[config.mk]
export PLATFORM = sky130hd
export DESIGN_NAME = therm_to_bin_pipe
export DESIGN_NICKNAME = d
export VERILOG_FILES = /design/src/rtl/therm_pkg.sv /design/src/rtl/therm_group_stat.sv /design/src/rtl/therm_to_bin_pipe.sv
export SDC_FILE = /design/constraint.sdc
export NUM_CORES = 1
export LEC_CHECK = 0
export BUFFER_PORTS_ARGS = -buffer_cell sky130_fd_sc_hd__buf_4
export CORE_ASPECT_RATIO = 1.5
export CORE_MARGIN = 2
export CORE_UTILIZATION = 40
export DETAILED_ROUTE_END_ITERATION = 12
export SYNTH_ARGS = -nofsm -noshare
export SYNTH_HDL_FRONTEND = slang
export SYNTH_SLANG_ARGS = --single-unit
export TNS_END_PERCENT = 50
[constraint.sdc]
create_clock -name clk -period 5.9 [get_ports clk]
set_input_delay 0.59 -clock clk [delete_from_list [all_inputs] [get_ports clk]]
set_output_delay 0.59 -clock clk [all_outputs]
set_load 0.02 [all_outputs]
[src/rtl/therm_pkg.sv]
// Shared constants and the per-group statistics record for the
// thermometer-to-binary encoder.
package therm_pkg;

   localparam int THERM_W       = 256;
   localparam int THERM_GROUP_W = 16;
   localparam int THERM_NGROUPS = THERM_W / THERM_GROUP_W;
   localparam int THERM_CNT_W   = $clog2(THERM_GROUP_W) + 1;
   localparam int THERM_IDX_W   = $clog2(THERM_GROUP_W);

   typedef struct packed {
      logic [THERM_CNT_W-1:0] cnt;
      logic [THERM_IDX_W-1:0] hi_idx;
      logic                   all_ones;
      logic                   all_zero;
      logic                   local_legal;
   } therm_grp_t;

endpackage

[src/rtl/therm_group_stat.sv]
// Combinational analyser for one GROUP_W-bit slice of the thermometer word:
// popcount, highest set bit and the flags stage 2 needs to validate the code.
module therm_group_stat
   import therm_pkg::*;
#(
   parameter int GROUP_W = THERM_GROUP_W
) (
   input  logic [GROUP_W-1:0] grp,
   output therm_grp_t         stat
);

   logic [GROUP_W-1:0] grp_inc_s;

   assign grp_inc_s = grp + GROUP_W'(1);

   // Group statistics; locally contiguous means ones packed from bit 0.
   always_comb begin
      stat             = '0;
      stat.all_ones    = &grp;
      stat.all_zero    = ~|grp;
      stat.local_legal = (grp != '0) && ((grp & grp_inc_s) == '0);
      for (int i = 0; i < GROUP_W; i++) begin
         stat.cnt = stat.cnt + THERM_CNT_W'(grp[i]);
         if (grp[i]) begin
            stat.hi_idx = THERM_IDX_W'(i);
         end else begin
            stat.hi_idx = stat.hi_idx;
         end
      end
   end

endmodule

[src/rtl/therm_to_bin_pipe.sv]
// Two-stage elastic thermometer-to-binary encoder with code-error flag.
// Build option THERM_BUBBLE_CORRECT_EN: illegal codes report popcount-1
// instead of the priority-encoded highest set bit.
module therm_to_bin_pipe
   import therm_pkg::*;
#(
   parameter int WIDTH   = THERM_W,
   parameter int GROUP_W = THERM_GROUP_W,
   parameter int OUT_W   = $clog2(WIDTH)
) (
   input  logic             clk,
   input  logic             resetn,
   input  logic [WIDTH-1:0] din,
   input  logic             din_valid,
   output logic             din_ready,
   output logic [OUT_W-1:0] dout,
   output logic             dout_err,
   output logic             dout_valid,
   input  logic             dout_ready
);

   localparam int NGROUPS   = WIDTH / GROUP_W;
   localparam int GRP_IDX_W = $clog2(NGROUPS);

   therm_grp_t grp_stat_s [NGROUPS];
   therm_grp_t s1_stat_r  [NGROUPS];
   logic       s1_valid_r;
   logic       s2_load_s;
   logic       in_xfer_s;

   logic [GRP_IDX_W-1:0] top_grp_s;
   logic                 any_set_s;
   logic                 below_ones_s;
   logic                 legal_s;
   logic [OUT_W-1:0]     val_s;

   for (genvar g = 0; g < NGROUPS; g++) begin : g_grp
      therm_group_stat #(.GROUP_W(GROUP_W)) u_stat (
         .grp  (din[g*GROUP_W +: GROUP_W]),
         .stat (grp_stat_s[g])
      );
   end

   assign s2_load_s = !dout_valid || dout_ready;
   assign din_ready = resetn && (!s1_valid_r || s2_load_s);
   assign in_xfer_s = din_valid && din_ready;

   // Boundary group is the highest non-empty one; everything below must be full.
   always_comb begin
      top_grp_s    = '0;
      any_set_s    = 1'b0;
      below_ones_s = 1'b1;
      for (int g = 0; g < NGROUPS; g++) begin
         if (!s1_stat_r[g].all_zero) begin
            top_grp_s = GRP_IDX_W'(g);
            any_set_s = 1'b1;
         end else begin
            top_grp_s = top_grp_s;
            any_set_s = any_set_s;
         end
      end
      for (int g = 0; g < NGROUPS; g++) begin
         if ((GRP_IDX_W'(g) < top_grp_s) && !s1_stat_r[g].all_ones) begin
            below_ones_s = 1'b0;
         end else begin
            below_ones_s = below_ones_s;
         end
      end
      legal_s = any_set_s && s1_stat_r[top_grp_s].local_legal && below_ones_s;
   end

`ifdef THERM_BUBBLE_CORRECT_EN
   logic [OUT_W:0] total_s;
   logic           idx_unused_s;

   // Whole-word popcount minus one, clamped at zero for an empty word.
   always_comb begin
      total_s      = '0;
      idx_unused_s = 1'b0;
      for (int g = 0; g < NGROUPS; g++) begin
         total_s      = total_s + (OUT_W+1)'(s1_stat_r[g].cnt);
         idx_unused_s = idx_unused_s ^ (^s1_stat_r[g].hi_idx);
      end
      if (total_s == '0) begin
         val_s = '0;
      end else begin
         val_s = OUT_W'(total_s - (OUT_W+1)'(1));
      end
   end
`else
   logic cnt_unused_s;

   // Priority encode: boundary group index concatenated with its top bit.
   always_comb begin
      cnt_unused_s = 1'b0;
      for (int g = 0; g < NGROUPS; g++) begin
         cnt_unused_s = cnt_unused_s ^ (^s1_stat_r[g].cnt);
      end
      val_s = {top_grp_s, s1_stat_r[top_grp_s].hi_idx};
   end
`endif

   // Stage 1: capture group statistics, drain when stage 2 takes the entry.
   always_ff @(posedge clk) begin
      if (!resetn) begin
         s1_valid_r <= 1'b0;
         for (int g = 0; g < NGROUPS; g++) begin
            s1_stat_r[g] <= '0;
         end
      end else if (in_xfer_s) begin
         s1_valid_r <= 1'b1;
         s1_stat_r  <= grp_stat_s;
      end else if (s2_load_s) begin
         s1_valid_r <= 1'b0;
      end
   end

   // Stage 2: output register, frozen while the consumer stalls.
   always_ff @(posedge clk) begin
      if (!resetn) begin
         dout_valid <= 1'b0;
         dout       <= '0;
         dout_err   <= 1'b0;
      end else if (s2_load_s) begin
         dout_valid <= s1_valid_r;
         if (s1_valid_r) begin
            dout     <= val_s;
            dout_err <= !legal_s;
         end
      end
   end

endmodule

## Yosys cells after proc, flatten, opt, wreduce, memory -nomap -nowiden

Index checks and enable logic that the tools add are counted.

- Output and inout port bits: 11
- Word-level logic and storage cells: 805
- Input bits: 260
- Register bits after elaboration: 203

- Bitwise operators: 17
- Add/sub/neg operators: 256
- Reductions and logical operators: 139
- Order comparisons: 17
- Mux-type cells: 292

Operators by type and width:

| cell | number |
|---|---|
| adder 5 x 1 -> 5 bit | 224 |
| 2-to-1 mux 4 bit | 142 |
| adder 16 x 1 -> 16 bit, second input constant | 16 |
| AND 16 bit | 16 |
| zero test 16 bit | 16 |
| AND reduction 16 bit | 16 |
| nonzero test 16 bit | 16 |
| OR reduction 16 bit | 16 |
| 2-to-1 mux 3 bit | 64 |
| 2-to-1 mux 2 bit | 32 |
| 2-to-1 mux 1 bit | 51 |
| binary-select mux 12 bit (select 4 bit) | 1 |
| logical AND 1 bit | 36 |
| zero test 1 bit | 35 |
| adder 1 x 1 -> 2 bit | 16 |
| < comparator 4 bit, first input constant | 8 |
| < comparator 3 x 4 -> 1 bit, first input constant | 4 |
| 2-to-1 mux 7 bit | 2 |
| < comparator 1 x 4 -> 1 bit, first input constant | 2 |
| < comparator 2 x 4 -> 1 bit, first input constant | 2 |
| >= comparator 5 bit, second input constant | 1 |
| NOT 4 -> 5 bit | 1 |
| logical OR 1 bit | 2 |
| AND reduction 2 bit | 1 |
| nonzero test 2 bit | 1 |

## Logic depth before layout (Yosys ltp)

Gate-level depths: netlist of run 1.

- Word-level depth: 35
- Depth in mapped cells: 11
- Depth with buffers taken out: 8

## By module

A second synthesis of run 1 with hierarchy kept.

- Cells, all modules: 2157
- Area total of the unflattened synthesis: 16862.4 um^2

Modules (own cells, without submodules):

| module | instances | area an instance (um^2) | seq. area each (um^2) | cells each |
|---|---|---|---|---|
| therm_group_stat at g_grp[0].u_stat ... | 10 | 726.9 | 0.0 | 92 |
| therm_to_bin_pipe | 1 | 5341.4 | 2442.3 | 676 |
| therm_group_stat at g_grp[1].u_stat ... | 5 | 708.2 | 0.0 | 94 |
| therm_group_stat at g_grp[9].u_stat | 1 | 710.7 | 0.0 | 91 |

## Least setup slack after synthesis of run 1

Ideal clock, no wire load.

- Path type: input -> register
- From: in dout_ready
- To: reg s1_stat_r[156] in the netlist's numbering
- Buffers on the path: 2
- Required time: 5.824 ns
- Slack: 3.780 ns
- Cell stages on the path: 8
- Data arrival time: 2.044 ns
- Library setup time: 0.076 ns
- Path through: nor2b_1 > nand2_1 > and2_1 > nand2_1 > clkbuf_1 > clkbuf_1 > nand2_1 > a21boi_0

- Word-level cells in the longest chain between the ends: 4

Ends and longest elaborated chain:

| what | line | text |
|---|---|---|
| start, declared | therm_to_bin_pipe.sv:19 | `input logic dout_ready` |
| logical OR 1 bit | therm_to_bin_pipe.sv:44 | `assign s2_load_s = !dout_valid \|\| dout_ready;` |
| logical OR 1 bit | therm_to_bin_pipe.sv:45 | `assign din_ready = resetn && (!s1_valid_r \|\| s2_load_s);` |
| logical AND 1 bit | therm_to_bin_pipe.sv:45 |  |
| net din_ready | therm_to_bin_pipe.sv:15 | `output logic din_ready,` |
| logical AND 1 bit | therm_to_bin_pipe.sv:46 | `assign in_xfer_s = din_valid && din_ready;` |
| end signal, assigned | therm_to_bin_pipe.sv:112 | `s1_stat_r <= grp_stat_s;` |
| end, declared | therm_to_bin_pipe.sv:26 | `therm_grp_t s1_stat_r [NGROUPS];` |

The timed path passes the listed nets, and every way through them passes these cells.
A chain may end at the register's enable or synchronous reset.

## Worst setup path in the final report of run 1

- From: reg s1_stat_r[121] in the netlist's numbering
- To: reg dout[1]

- Word-level cells in the longest chain between the ends: 15

Ends and longest elaborated chain:

| what | line | text |
|---|---|---|
| 2-to-1 mux 4 bit (11 in a row) | therm_to_bin_pipe.sv:54 | `if (!s1_stat_r[g].all_zero) begin` |
| NOT 4 -> 5 bit (not written as such) | therm_to_bin_pipe.sv:99 | `val_s = {top_grp_s, s1_stat_r[top_grp_s].hi_idx};` |
| binary-select mux 12 bit (select 4 bit) | therm_to_bin_pipe.sv:99 |  |
| 2-to-1 mux 7 bit (not written as such) (2 in a row) | therm_to_bin_pipe.sv:99 |  |
| end signal, assigned | therm_to_bin_pipe.sv:127 | `dout <= val_s;` |
| end, declared | therm_to_bin_pipe.sv:16 | `output logic [OUT_W-1:0] dout,` |

No other way between the ends. The select of a mux whose other input is x is not followed.

==> impl_summary.txt, run 1 <==
----------------------------------------------------
[Setup path]
  End of the worst register-to-register path ... dout[1]
  Worst R2R Start ... s1_stat_r[121]
  Peak fanout along the critical path ... 20
  Reg-to-reg slack, setup ... 3.18 ns
  Number of cells on the worst reg-to-reg path ... 8
  Kind of launch point of the worst setup path ... flip-flop
  Crit end category ... flip-flop
  Data arrival time of the critical path ... 2.97 ns
  Required time of the critical path ... 6.15 ns
  Startpoint-to-endpoint class of the critical path ... flip-flop to flip-flop

[Route]
  DRT iter0 DRCs ... 561
  Remaining antenna violation count after routing ... 0
  Vias post-DR ... 11.1k
  Final wirelength ... 32,500 µm
  Via density per instance ... 5.92
  Wire per inst ... 17.4 µm
  TritonRoute pass-1 iters ... 6
  Total DRC errors in the routed layout ... 0

[Logic synthesis]
  Most frequently used flop master after synthesis ... sky130_fd_sc_hd__dfxtp_1
  Fraction of the mapped netlist area in compound gates ... 32.2%
  Post-synthesis instance area ... 0.00920 mm²
  Simple-gate share of the synthesized area ... 34.2%
  Synth warn ... 0
  Mean instance size in the synthesized netlist ... 6.90 µm²
  Sequential cell area fraction in the yosys report ... 26.6%
  Count of state elements after synthesis ... 122
  Top cells by area, synth ... sky130_fd_sc_hd__dfxtp_1 27%, sky130_fd_sc_hd__a21oi_1 7.6%, sky130_fd_sc_hd__nor2_1 6.7%, sky130_fd_sc_hd__nor3_1 5.1%, sky130_fd_sc_hd__nand2_1 4.4%
  Xor/xnor cell area share of the yosys netlist ... 0%
  Main combinational cell family by area after synthesis ... simple AND/OR/NAND/NOR gates
  Library cell with the highest instance count after synthesis ... sky130_fd_sc_hd__nor2_1
  Most frequent cells after synthesis ... 164 x sky130_fd_sc_hd__nor2_1, 140 x sky130_fd_sc_hd__a21oi_1, 122 x sky130_fd_sc_hd__dfxtp_1
  Leading area contributor after synthesis ... sky130_fd_sc_hd__dfxtp_1
  Share of Yosys cell area claimed by the top area cell type ... 26.6%
  Number of flops mapped to enable cells by yosys ... 0
  Gate count after technology mapping ... 1,333
  Syn nets ... 1,593
  Post-synthesis async set-or-reset flop share ... 0%
  Synth cell types ... 68
  Share of synthesized cell area in full adder, half adder and majority cells ... 0%
  Mux share of post-synthesis cell area ... 1.99%

[Final layout]
  FF+latch area ... 0.00244 mm²
  Net total in the final layout ... 1,835
  Multi-input gate area ... 0.00630 mm²
  Number of antenna cells inserted ... 0
  P&R area growth vs syn ... 30.8%
  Filler Cell Count ... 2,387
  Share of cells above drive strength 1 ... 20.5%
  Layout Utilization ... 52.8%

[CTS]
  TritonCTS clock tree ... done
  Post-cts gate resize count ... 0
  H-tree levels ... 4
  Number of buffers on the longest clock path ... 2
  CTS Hold Bufs ... 0
  Total CTS buffers ... 17
  Number of post-CTS setup repair buffers ... 0
  Clock-pin slew on the worst setup and hold paths ... 0.06 ns
  Clock network latency to the later pin of the worst-skew pair ... 0.42 ns
  Clk sink count ... 122
  Cell chosen for the clock root ... sky130_fd_sc_hd__clkbuf_16

[Global route]
  Number of antenna violations at the first check in global routing ... 0
  Global-route congestion overflow total ... 0
  Global-route wire length before repair ... 51,300 µm
  Maximum number of pins on one net before global-route repair ... 72
  All-layer global routing usage ... 26.0%
  Via count of the first global-routing pass ... 10.6k

[Timing]
  Setup repair after global routing missed its margin ... false
  Hold Violations, Final ... 0
  Skew final ... 0.00729 ns
  Max Clk Rate ... 367 MHz
  Minimum period implied by the final worst setup slack ... 2.72 ns
  Slew at the pin with the worst max-slew slack ... 1.13 ns
  Final Slew Violations ... 0
  Final setup violation count ... 0
  Max-Slew Margin vs Limit ... 24.3%
  Share of the cycle needed by the critical path after routing ... 46.2%
  Accumulated negative setup slack ... 0 ns

[Floorplan]
  Initial Utilization ... 40.3%
  Area of the die ... 0.0243 mm²
  Ports placed on the boundary ... 271
  Die Width ... 128 µm
  Row count ... 68
  Standard cell core area ... 0.0228 mm²
  Die Y-Extent ... 190 µm

[Min path]
  Startpoint of the most critical hold path ... din_valid
  Endpoint, Worst Hold ... s1_valid_r
  Path type of the worst min-delay path ... input pin to flip-flop
  Number of cells on the worst hold path ... 3

[Power and ir drop]
  Total leakage power ... 4.77 nW
  Power density of the placed cells ... 207 mW/mm²
  Worst-case vdd ir drop ... 0.180 mV

[Placement]
  HPWL Detailed ... 25,600 µm
  GP Congestion ... 0.883
  Port bufs ... 270

[Run]
  Number of max-cap violations ... 0

[Outcome]
  Outcome ... complete, no violations

----------------------------------------------------
flip-flops by register name, summed over array words and instances (netlist names):
name / cells
dout_valid: 1
dout: 8
s1_valid_r: 1
s1_stat_r: 111
dout_err: 1
per-layer routing:
layer,global-route usage [%],part of all wire [%]
met1,27.4,38
met2,50.9,54
met3,3.71,3.7
met4,9.97,3.5
met5,0,0
where the power goes:
part           total [mW]  internal (mW)  switching (mW)
sequential          0.897          0.864          0.0326
clock                1.12          0.721           0.398
combinational       0.476          0.223           0.253
final cells by class:
cell class | count | area share, %
Multi-Input combinational cell | 1095 | 52.4
Sequential cell | 122 | 20.3
Timing Repair Buffer | 275 | 17.2
Clock buffer | 18 | 3.65
Tap cell | 280 | 2.91
Inverter | 64 | 2.00
Clock inverter | 13 | 1.59
per-stage QoR:
stage / setup slack [ns] / power, mW / hold WS (ns) / area (µm²) / instances
5_1_grt: 2.98 / 2.60 / 0.465 / 12000 / 1867
2_1_floorplan: 3.78 / 1.10 / 0.436 / 9200 / 1333
3_5_place_dp: 2.97 / 1.39 / 0.465 / 11400 / 1836
6_report: 3.18 / 2.49 / 0.446 / 12000 / 1867
3_3_place_gp: 3.01 / 1.39 / 0.455 / 11400 / 1836
4_1_cts: 3.21 / 2.50 / 0.441 / 12000 / 1867
worst max-delay path: stages, from the launching register on:
cell,delay (ns)
sky130_fd_sc_hd__dfxtp_1,0.48
sky130_fd_sc_hd__nand2_1,0.10
sky130_fd_sc_hd__o221ai_2,0.26
sky130_fd_sc_hd__a211o_1,0.62
sky130_fd_sc_hd__nand2_4,0.30
sky130_fd_sc_hd__a211oi_1,0.31
sky130_fd_sc_hd__a211oi_1,0.12
sky130_fd_sc_hd__nor4_1,0.28
sky130_fd_sc_hd__a21oi_1,0.10
cells in the final DEF (no fill, tap or decap), types with 13 or more instances in the layout:
cell and instances:
sky130_fd_sc_hd__buf_4 275, sky130_fd_sc_hd__nor2_1 164, sky130_fd_sc_hd__a21oi_1 140, sky130_fd_sc_hd__dfxtp_1 122
sky130_fd_sc_hd__nand2_1 107, sky130_fd_sc_hd__nor3_1 93, sky130_fd_sc_hd__o21ai_0 81, sky130_fd_sc_hd__nand4_1 64
sky130_fd_sc_hd__inv_1 63, sky130_fd_sc_hd__nand3_1 49, sky130_fd_sc_hd__nor4_1 40, sky130_fd_sc_hd__a31oi_1 30
sky130_fd_sc_hd__o21bai_1 29, sky130_fd_sc_hd__a211oi_1 29, sky130_fd_sc_hd__o31ai_1 27, sky130_fd_sc_hd__nor2b_1 26
sky130_fd_sc_hd__a21boi_0 23, sky130_fd_sc_hd__and3_1 22, sky130_fd_sc_hd__or4_1 20, sky130_fd_sc_hd__o211a_1 20
sky130_fd_sc_hd__clkbuf_16 17, sky130_fd_sc_hd__mux2i_1 16, sky130_fd_sc_hd__o22ai_1 13
kinds of logic (layout without fill, tap and decap cells):
kind of cell | Yosys count | count (layout)
buf+inv | 116 | 370
compound gates | 449 | 449
flops | 122 | 122
mux | 18 | 18
simple gates | 628 | 628
how the worst max path moves through the flow:
stage | startpoint | to | slack (ns) | cells after the start
2_1_floorplan | dout_ready | s1_stat_r[156] | 3.78 | 8
5_1_grt | s1_stat_r[121] | dout[1] | 2.98 | 8
3_3_place_gp | dout_ready | s1_stat_r[51] | 3.01 | 9
3_5_place_dp | dout_ready | s1_stat_r[51] | 2.97 | 9
6_report | s1_stat_r[121] | dout[1] | 3.18 | 8
4_1_cts | s1_stat_r[121] | dout[1] | 3.21 | 8
(Power assumes the default switching activity.)
==> inputs of run 2 (changes only) <==
- PLACE_DENSITY: default -> 0.67
- clock period: 5.9 -> 2.2 ns (I/O delays scaled with it)
==> run 2 against run 1 <==
Against the previous run:
- the flow now finishes with violations (negative setup slack)
- sequential power rose to 2.7 times the previous value
- die area did not move
- clock skew rose by 0.0031 ns
- sequential share of layout area fell by 0.56 points
==> impl_summary.txt, run 2 (synthesis gave the netlist of run 1 again) <==
----------------------------------------------------
[Setup path]
  Data arrival time of the critical path ... 2.52 ns (was 2.97 ns)
  Required time of the critical path ... 2.50 ns (was 6.15 ns)
  Number of cells on the worst reg-to-reg path ... 11 (was 8)
  Cell mode on critical path ... sky130_fd_sc_hd__buf_12 (was sky130_fd_sc_hd__a211oi_1)
  CP max stage delay ... 0.39 ns (was 0.62 ns)
  Crit end category ... flip-flop (unchanged)
  CP cell instances ... nor2b_4, o221ai_2, buf_4, a2111oi_4, nor2_4, buf_12, buf_12, mux2i_2, a211oi_2, nor4_1, nor2_1 (was nand2_1, o221ai_2, a211o_1, nand2_4, a211oi_1, a211oi_1, nor4_1, a21oi_1)
  Kind of launch point of the worst setup path ... flip-flop (unchanged)
  Startpoint-to-endpoint class of the critical path ... flip-flop to flip-flop (unchanged)
  Peak fanout along the critical path ... 8 (was 20)
  CP max stage cell ... sky130_fd_sc_hd__a2111oi_4 (was sky130_fd_sc_hd__a211o_1)

[Timing]
  Max Clk Rate ... 450 MHz (was 367 MHz)
  Worst Slack Setup Final ... -0.0201 ns (was 3.18 ns)
  Share of the cycle needed by the critical path after routing ... 101% (was 46.2%)
  Hold Violations, Final ... 0 (unchanged)
  Minimum period implied by the final worst setup slack ... 2.22 ns (was 2.72 ns)
  Slew at the pin with the worst max-slew slack ... 0.617 ns (was 1.13 ns)
  Max-Slew Margin vs Limit ... 57.8% (was 24.3%)
  Accumulated negative setup slack ... -0.0201 ns (was 0 ns)
  Min Hold Slack ... 0.0917 ns (was 0.446 ns)
  Final Slew Violations ... 0 (unchanged)
  Skew final ... 0.0104 ns (was 0.00729 ns)
  Final setup violation count ... 1 (was 0)
  Setup repair after global routing missed its margin ... true (was false)

[Global route]
  Number of antenna violations at the first check in global routing ... 0 (unchanged)
  Via count of the first global-routing pass ... 10.3k (was 10.6k)
  Global-route congestion overflow total ... 0 (unchanged)
  Maximum number of pins on one net before global-route repair ... 123 (was 72)
  All-layer global routing usage ... 25.6% (was 26.0%)
  Global-route wire length before repair ... 50,400 µm (was 51,300 µm)

[Floorplan]
  Die Width ... 128 µm (unchanged)
  Area of the die ... 0.0243 mm² (unchanged)
  Standard cell core area ... 0.0228 mm² (unchanged)
  Initial Utilization ... 40.3% (unchanged)
  Die Y-Extent ... 190 µm (unchanged)
  Ports placed on the boundary ... 271 (unchanged)
  Row count ... 68 (unchanged)

[Route]
  Via density per instance ... 5.88 (was 5.92)
  Remaining antenna violation count after routing ... 0 (unchanged)
  DRT iter0 DRCs ... 679 (was 561)
  Final wirelength ... 32,400 µm (was 32,500 µm)
  Vias post-DR ... 11.2k (was 11.1k)
  Total DRC errors in the routed layout ... 0 (unchanged)
  Wire per inst ... 17.0 µm (was 17.4 µm)
  TritonRoute pass-1 iters ... 5 (was 6)

[CTS]
  Clock network latency to the later pin of the worst-skew pair ... 0.41 ns (was 0.42 ns)
  H-tree levels ... 4 (unchanged)
  Number of buffers on the longest clock path ... 2 (unchanged)
  Total CTS buffers ... 17 (unchanged)
  TritonCTS clock tree ... done (unchanged)
  CTS Hold Bufs ... 0 (unchanged)
  Clock-pin slew on the worst setup and hold paths ... 0.06 ns (about the same)
  Cell chosen for the clock root ... sky130_fd_sc_hd__clkbuf_16 (unchanged)
  Clk sink count ... 122 (unchanged)

[Placement]
  Port bufs ... 270 (unchanged)
  HPWL Detailed ... 25,800 µm (was 25,600 µm)
  GP Congestion ... 0.954 (was 0.883)
  Placed inst area ... 0.0117 mm² (was 0.0114 mm²)
  Post-placement worst setup slack ... 0.0136 ns (was 2.97 ns)
  Cells after DPL ... 1,872 (was 1,836)

[Power and ir drop]
  Power density of the placed cells ... 513 mW/mm² (was 207 mW/mm²)
  PnR Total Power ... 6.36 mW (was 2.49 mW)
  Worst-case vdd ir drop ... 0.496 mV (was 0.180 mV)
  Total leakage power ... 4.96 nW (was 4.77 nW)

[Final layout]
  Flip-flop count of the largest register, all copies and words added ... 111 (unchanged)
  Post-route cell area ... 0.0124 mm² (was 0.0120 mm²)
  Non-filler instance count after layout ... 1,907 (was 1,867)
  Most common cell after layout, fill and taps aside ... sky130_fd_sc_hd__buf_4 (unchanged)
  Layout Utilization ... 54.3% (was 52.8%)
  Number of antenna cells inserted ... 0 (unchanged)
  Share of cells above drive strength 1 ... 22.9% (was 20.5%)
  Most frequent cells in the layout ... 307 x sky130_fd_sc_hd__buf_4, 164 x sky130_fd_sc_hd__nor2_1, 140 x sky130_fd_sc_hd__a21oi_1, 120 x sky130_fd_sc_hd__dfxtp_1, 107 x sky130_fd_sc_hd__nand2_1 (was 275 x sky130_fd_sc_hd__buf_4, 164 x sky130_fd_sc_hd__nor2_1, 140 x sky130_fd_sc_hd__a21oi_1, 122 x sky130_fd_sc_hd__dfxtp_1, 107 x sky130_fd_sc_hd__nand2_1)
  P&R area growth vs syn ... 34.7% (was 30.8%)
  Largest registers ranked by flip-flop count ... s1_stat_r (111), dout (8) (unchanged)
  Reg with most FFs ... s1_stat_r (unchanged)
  Net total in the final layout ... 1,874 (was 1,835)

[Min path]
  Number of cells on the worst hold path ... 3 (unchanged)
  Path type of the worst min-delay path ... input pin to flip-flop (unchanged)

[Run]
  Number of max-cap violations ... 0 (unchanged)

[Outcome]
  Outcome ... complete, but fails checks (was complete, no violations)
  Failing checks ... negative setup slack

----------------------------------------------------
==> run 2: final cells by class <==
| cell class | instances | area (µm²) |
|---|---|---|
| Sequential cell | 122 | 2440 |
| Clock buffer | 19 | 453 |
| Inverter | 64 | 240 |
| Fill cell | 2277 | 10400 |
| Clock inverter | 13 | 121 |
| Multi-Input combinational cell | 1095 | 6330 |
| Tap cell | 280 | 350 |
| Timing Repair Buffer | 314 | 2440 |
==> run 2: power by group <==
group	total (mW)	leakage, nW	switching, mW	internal, mW
combinational	1.29	3.69	0.675	0.617
clock	2.64	0.268	1.03	1.62
sequential	2.42	1.00	0.101	2.32
total	6.36	4.96	1.80	4.55
==> run 2: per-layer routing <==
metal / track usage [%] / part of all wire, % / up-vias
met5: 0 / 0 / -
met4: 10.1 / 3.6 / 0
met3: 3.29 / 3.9 / 50
met2: 48.8 / 53 / 309
met1: 28.2 / 39 / 5202
li1: - / - / 5647
==> run 2: what timing repair did <==
action / in CTS / in global routing
buffers inserted: 0 / 3
gates resized for setup: 0 / 12
setup endpoints to repair: 0 / 5
==> run 2: worst paths after layout <==
kind	end	startpoint	slack [ns]
worst min register to register	s1_stat_r[17]	s1_stat_r[17]	0.47
worst min-delay path	s1_valid_r	din_valid	0.09
worst max-delay path	dout[2]	s1_stat_r[157]	-0.02
worst max register to register	dout[2]	s1_stat_r[157]	-0.02
==> run 2: worst max-delay path, delay by kind of cell, from the launching register on <==
kind | cells | cell delay, ns
mux | 1 | 0.18
flops | 1 | 0.32
simple gates | 4 | 0.55
buf+inv | 3 | 0.46
compound gates | 3 | 0.59
